--- src/rtl/hamming_pkg.sv ---
// Shared Hamming(7,4) definitions: widths, codeword bit positions and the encoder function.
// Used by the transmit encoder and by receive-side checkers.
package hamming_pkg;

   localparam int CODE_W = 7;
   localparam int DATA_W = 4;

   localparam int P1 = 0;
   localparam int P2 = 1;
   localparam int D3 = 2;
   localparam int P4 = 3;
   localparam int D5 = 4;
   localparam int D6 = 5;
   localparam int D7 = 6;

   function automatic logic [CODE_W-1:0] ham74_encode(input logic [DATA_W-1:0] d);
      logic [CODE_W-1:0] c;
      c     = '0;
      c[D3] = d[0];
      c[D5] = d[1];
      c[D6] = d[2];
      c[D7] = d[3];
      c[P1] = d[3] ^ d[1] ^ d[0];
      c[P2] = d[3] ^ d[2] ^ d[0];
      c[P4] = d[3] ^ d[2] ^ d[1];
      return c;
   endfunction

endpackage

--- src/rtl/hamming74_encoder_tx_if.sv ---
// Nibble input and codeword output valid/ready channels of the Hamming(7,4) transmitter.
// The slave side is the encoder; the master side is the surrounding logic or bench.
interface hamming74_encoder_tx_if;
   import hamming_pkg::*;

   logic              in_valid;
   logic              in_ready;
   logic [DATA_W-1:0] in_data;
   logic              out_valid;
   logic              out_ready;
   logic [CODE_W-1:0] out_code;

   modport master (
      output in_valid, in_data, out_ready,
      input  in_ready, out_valid, out_code
   );

   modport slave (
      input  in_valid, in_data, out_ready,
      output in_ready, out_valid, out_code
   );

endinterface

--- src/rtl/hamming74_enc_core.sv ---
// Combinational nibble-to-codeword encoder, zero latency, no flow control of its own.
module hamming74_enc_core
   import hamming_pkg::*;
(
   input  logic [DATA_W-1:0] data_i,
   output logic [CODE_W-1:0] code_o
);

   assign code_o = ham74_encode(data_i);

endmodule

--- src/rtl/hamming74_encoder_tx.sv ---
// Hamming(7,4) transmit encoder with a DEPTH-entry codeword FIFO; HAMMING_ERR_INJ_EN adds bit-flip injection.
// One-cycle push-to-out latency, no bypass; in_ready drops when full or in reset, out_code held until popped.
module hamming74_encoder_tx
   import hamming_pkg::*;
#(
   parameter int DEPTH = 4,
   parameter int CNT_W = 16
) (
   input  logic                     clk,
   input  logic                     rst,
   hamming74_encoder_tx_if.slave    bus,
   output logic [$clog2(DEPTH):0]   level,
`ifdef HAMMING_ERR_INJ_EN
   input  logic                     inj_arm,
   input  logic [2:0]               inj_pos,
   output logic [CNT_W-1:0]         inj_cnt,
`endif
   output logic [CNT_W-1:0]         sent_cnt
);

   localparam int AW = $clog2(DEPTH);
   localparam int LW = AW + 1;
   localparam logic [LW-1:0] FULL_LVL = LW'(DEPTH);

   logic [CODE_W-1:0] mem_q [DEPTH];
   logic [AW-1:0]     wr_ptr_q, wr_ptr_d;
   logic [AW-1:0]     rd_ptr_q, rd_ptr_d;
   logic [LW-1:0]     level_q, level_d;
   logic [CNT_W-1:0]  sent_q, sent_d;

   logic [CODE_W-1:0] enc_code;
   logic [CODE_W-1:0] store_code;
   logic              push, pop;

   hamming74_enc_core u_enc (
      .data_i (bus.in_data),
      .code_o (enc_code)
   );

   assign bus.in_ready  = !rst && (level_q != FULL_LVL);
   assign bus.out_valid = (level_q != '0);
   assign bus.out_code  = bus.out_valid ? mem_q[rd_ptr_q] : '0;

   assign push = bus.in_valid && bus.in_ready;
   assign pop  = bus.out_valid && bus.out_ready;

`ifdef HAMMING_ERR_INJ_EN
   logic [CNT_W-1:0]  inj_q, inj_d;
   logic [CODE_W-1:0] flip;
   logic              corrupt;

   // inj_pos counts codeword bits from 1; 0 means leave the codeword intact.
   always_comb begin
      flip    = '0;
      corrupt = inj_arm && (inj_pos != 3'd0);
      if (corrupt) begin
         flip[inj_pos - 3'd1] = 1'b1;
      end
      store_code = enc_code ^ flip;
      inj_d      = (push && corrupt) ? inj_q + CNT_W'(1) : inj_q;
   end

   always_ff @(posedge clk) begin
      if (rst) begin
         inj_q <= '0;
      end else begin
         inj_q <= inj_d;
      end
   end

   assign inj_cnt = inj_q;
`else
   assign store_code = enc_code;
`endif

   always_comb begin
      wr_ptr_d = push ? wr_ptr_q + AW'(1) : wr_ptr_q;
      rd_ptr_d = pop  ? rd_ptr_q + AW'(1) : rd_ptr_q;
      sent_d   = pop  ? sent_q + CNT_W'(1) : sent_q;
      level_d  = level_q;
      case ({push, pop})
         2'b10:   level_d = level_q + LW'(1);
         2'b01:   level_d = level_q - LW'(1);
         default: level_d = level_q;
      endcase
   end

   always_ff @(posedge clk) begin
      if (rst) begin
         wr_ptr_q <= '0;
         rd_ptr_q <= '0;
         level_q  <= '0;
         sent_q   <= '0;
      end else begin
         wr_ptr_q <= wr_ptr_d;
         rd_ptr_q <= rd_ptr_d;
         level_q  <= level_d;
         sent_q   <= sent_d;
      end
   end

   // Storage needs no reset: level gates every read, so stale entries are never observed.
   always_ff @(posedge clk) begin
      if (push) begin
         mem_q[wr_ptr_q] <= store_code;
      end
   end

   assign level    = level_q;
   assign sent_cnt = sent_q;

endmodule
--- src/flat_wrapper.sv ---
// flat-port wrapper written by rule: the top's interface ports become plain ports
module hamming74_encoder_tx_flat import hamming_pkg::*;
#(
   parameter int DEPTH = 4,
   parameter int CNT_W = 16
)
  (clk, rst, level, sent_cnt, bus_in_valid, bus_in_data, bus_out_ready, bus_in_ready, bus_out_valid, bus_out_code);
  hamming74_encoder_tx_if bus_i ();
  input  logic clk;
  input  logic rst;
  output logic [$clog2(DEPTH):0] level;
  output logic [CNT_W-1:0] sent_cnt;
  input wire logic [$bits(bus_i.in_valid)-1:0] bus_in_valid;
  input wire logic [$bits(bus_i.in_data)-1:0] bus_in_data;
  input wire logic [$bits(bus_i.out_ready)-1:0] bus_out_ready;
  output wire logic [$bits(bus_i.in_ready)-1:0] bus_in_ready;
  output wire logic [$bits(bus_i.out_valid)-1:0] bus_out_valid;
  output wire logic [$bits(bus_i.out_code)-1:0] bus_out_code;
  assign bus_i.in_valid = bus_in_valid;
  assign bus_i.in_data = bus_in_data;
  assign bus_i.out_ready = bus_out_ready;
  assign bus_in_ready = bus_i.in_ready;
  assign bus_out_valid = bus_i.out_valid;
  assign bus_out_code = bus_i.out_code;
  hamming74_encoder_tx #(.DEPTH(DEPTH), .CNT_W(CNT_W)) u_core (.clk(clk), .rst(rst), .bus(bus_i), .level(level), .sent_cnt(sent_cnt));
endmodule
--- config.mk ---
export PLATFORM = sky130hd
export DESIGN_NAME = hamming74_encoder_tx_flat
export DESIGN_NICKNAME = d
export VERILOG_FILES = /design/src/rtl/hamming_pkg.sv /design/src/rtl/hamming74_encoder_tx_if.sv /design/src/rtl/hamming74_enc_core.sv /design/src/rtl/hamming74_encoder_tx.sv /design/src/flat_wrapper.sv
export SDC_FILE = /design/constraint.sdc
export NUM_CORES = 1
export LEC_CHECK = 0
export CAP_MARGIN = 20
export CORE_MARGIN = 2
export CORE_UTILIZATION = 48
export DETAILED_ROUTE_END_ITERATION = 7
export PLACE_DENSITY_LB_ADDON = 0.05
export SETUP_SLACK_MARGIN = 0.15
export SYNTH_ARGS = -nofsm -noshare
export SYNTH_HDL_FRONTEND = slang
export SYNTH_HIERARCHICAL = 1
export SYNTH_SLANG_ARGS = --single-unit
--- constraint.sdc ---
create_clock -name clk -period 2.3 [get_ports clk]
set_input_delay 0.69 -clock clk [delete_from_list [all_inputs] [get_ports clk]]
set_output_delay 0.69 -clock clk [all_outputs]
set_load 0.01 [all_outputs]
==> impl_metrics.toml <==
[run_status]
status = "finished, final reports clean"

[synth]
syn_area_per_cell_um2 = 12.48
ys.flop_type = "edfxtp_1"
synth.largest_area_cell = "edfxtp_1"
yosys_warnings = 6
yosysTopAreaCellShare = 0.3642
synthTopCellsByArea = "edfxtp_1 36%, dfxtp_1 22%, mux4_2 6.8%"
synth_cell_type_count = 28
syn-num-nets = 200
yosysMostFrequentCell = "edfxtp_1"
synth-seq-cells = 53
syn-cell-area_um2 = 2308
synth-seq-area-share = 0.5810
ys_top_cells_by_count = "28 x edfxtp_1, 25 x dfxtp_1, 17 x nor2_1"
synth_edf_count = 28
netlist_instances = 185
synthArstFlopShare = 0

[critical_path]
reg2reg_depth = 10
cp.arrival_ps = 1590
end_kind = "output port"
required_ps = 1610
rrSetupSlack_ps = 340
start_kind = "flop"
r2r-start = "u_core/level[0]$_SDFFE_PP0P_"
critPathKind = "flop to output port"
path_max_fanout = 4
worstReg2RegEnd = "u_core/level[2]$_SDFFE_PP0P_"

[min_path]
hold_class = "flop to flop"
hp-start = "u_core/sent_cnt[1]$_SDFFE_PP0P_"
hold_depth = 2
whs_endpoint = "u_core/sent_cnt[1]$_SDFFE_PP0P_"

[sta]
worstMarginPinSlew_ps = 289.1
setup_ws_ps = 22.82
relSlewSlack = 0.8067
rsz0062_at_grt = "true"
fmaxAchievable_ghz = 0.4391
setup_viol = 0
hold_violations = 0
timing.final.crit_share = 0.9901
clock_skew_ps = 5.014
period_needed_ps = 2277
drv_slew = 0

[route]
vias_per_cell = 5.152
num_vias = 1530
ant_nets = 0
avgRoutedWirePerCell_um = 14.49
drc = 0
dr.first_iter.drc_count = 63
drtPass1Iterations = 4
wl_um = 4305

[grt]
grt_max_degree = 23
antenna_found_initial = 0
grt_first_pass_wirelength_um = 6969
grt_pass1_vias = 1477
grt_overflow_total = 0
grtUsageTotal = 0.1725

[final_layout]
n_fill_cell = 370
finish.utilization = 0.6427
diodes = 0
nets = 257
drive_above_1_share = 0.2428
final_cell_area_um2 = 3015
area_growth_syn_to_layout_pct = 30.62

[power_and_ir_drop]
irDropWorstVdd_v = 0.0004738
p_leak_nw = 1.130
total_power_mw = 2.676
cellPowerDensity_nw_per_um2 = 887.5

[clock_tree]
insertion_delay_ps = 290
clock-sinks = 53
clock_path_buffers = 2
cts_hold_buf = 0
cts_tree = "done"
cts-root-buf = "clkbuf_8"
clkTransAtPathRegs_ps = 90
cts_buffers = 5
h-tree-depth = 2

[placement]
dpl.hpwl_um = 3187
dp_slack_ps = -286.8
placed_area_um2 = 2879
io_buffers = 35
place.gp.congestion = 0.7560

[die]
fp.dieW_um = 73.35
rows = 25
io_pins = 36
coreArea_um2 = 4692
fp.dieH_um = 73.35
dieArea_um2 = 5380
start_util = 0.4920

[flow_run]
max-cap-violations = 0
cell usage in the layout (no fill, tap or decap), drive strengths merged:
cell           synthesis  routed
mux4                   7       7
buf                    5      32
o21ai                  7       7
nand2                  8       8
nand4                  7       7
edfxtp                28      28
nor2b                  7       7
xor3                   3       3
and3                   3       3
inv                   11      11
or3                    7       7
and2                   4       4
dlygate4sd2            0       4
xnor2                  5       5
clkbuf                 5       7
clkinv                 0       1
a211oi                 1       1
nor2                  17      17
o31ai                  2       2
dfxtp                 25      25
ha                     6       6
nor3                   2       2
a21oi                 10      10
nand3                  3       3
dlymetal6s2s           0       1
fa                     1       1
or4                    1       1
xor2                   9       9
clkdlybuf4s50          0      23
and4                   1       1
worst max-delay path: stages (launching register included):
cell and delay, ps:
dfxtp_2 350, buf_6 120, buf_6 90, mux4_2 480, nor2b_4 140, buf_6 110
worst max-delay path by stage:
stage / endpoint / slack [ps]
2_1_floorplan: u_core/level[2]$_SDFFE_PP0P_ / 160
3_5_place_dp: bus_in_ready / -290
5_1_grt: bus_out_code[6] / -50
4_1_cts: bus_out_code[4] / -20
3_3_place_gp: bus_in_ready / -280
6_report: bus_out_code[6] / 20
stage by stage:
| stage | setup TNS [ps] | instances | hold slack [ps] |
|---|---|---|---|
| detailed placement | -1639 | 286 | 494.6 |
| global placement | -1196 | 286 | 466.0 |
| floorplan | 0 | 185 | 484.7 |
| global route | -89.09 | 297 | 541.4 |
| finish | 0 | 297 | 503.3 |
| CTS | -21.57 | 297 | 507.3 |
cell families after synthesis:
family | count (synthesis) | share of synthesized area
fa+ha+maj | 7 | 0.04119
mux | 7 | 0.06829
simple gates | 60 | 0.1360
flops | 53 | 0.5810
xor+xnor | 17 | 0.08401
buf+inv | 21 | 0.04065
compound gates | 20 | 0.04878
sequential cells by signal, indices dropped and copies added, names as in the netlist, named ones only:
name,cells
u_core/mem_q,28
u_core/sent_cnt,16
u_core/level,3
u_core/rd_ptr_q,2
u_core/wr_ptr_q,2
metal layers:
metal  vias up  track usage  routed length [µm]
met5         -            0                   0
met4         0      0.05455                  43
met3         4      0.03292                 148
met2        31       0.2743                2076
met1       737       0.2407                2036
li1        758            -                   -
repair_timing:
action                     CTS  global route
pin swaps                    4             0
gates cloned                 0             0
setup buffers                3             0
setup endpoints to repair   13             9
resized for setup           39             9
area by class of cell:
cell class	instances	area [µm²]	area share
Sequential cell	53	1346	0.4465
Inverter	11	41.29	0.01369
Tap cell	54	67.56	0.02241
Multi-Input combinational cell	111	918.4	0.3046
Timing Repair Buffer	60	540.5	0.1793
Clock inverter	1	5.005	0.001660
Clock buffer	7	96.34	0.03195
power by group:
part | internal, mW | switching (mW)
clock | 0.272 | 0.271
sequential | 1.09 | 0.0539
combinational | 0.545 | 0.448
total | 1.90 | 0.772
Note: power is estimated with default switching activity, not from simulation.
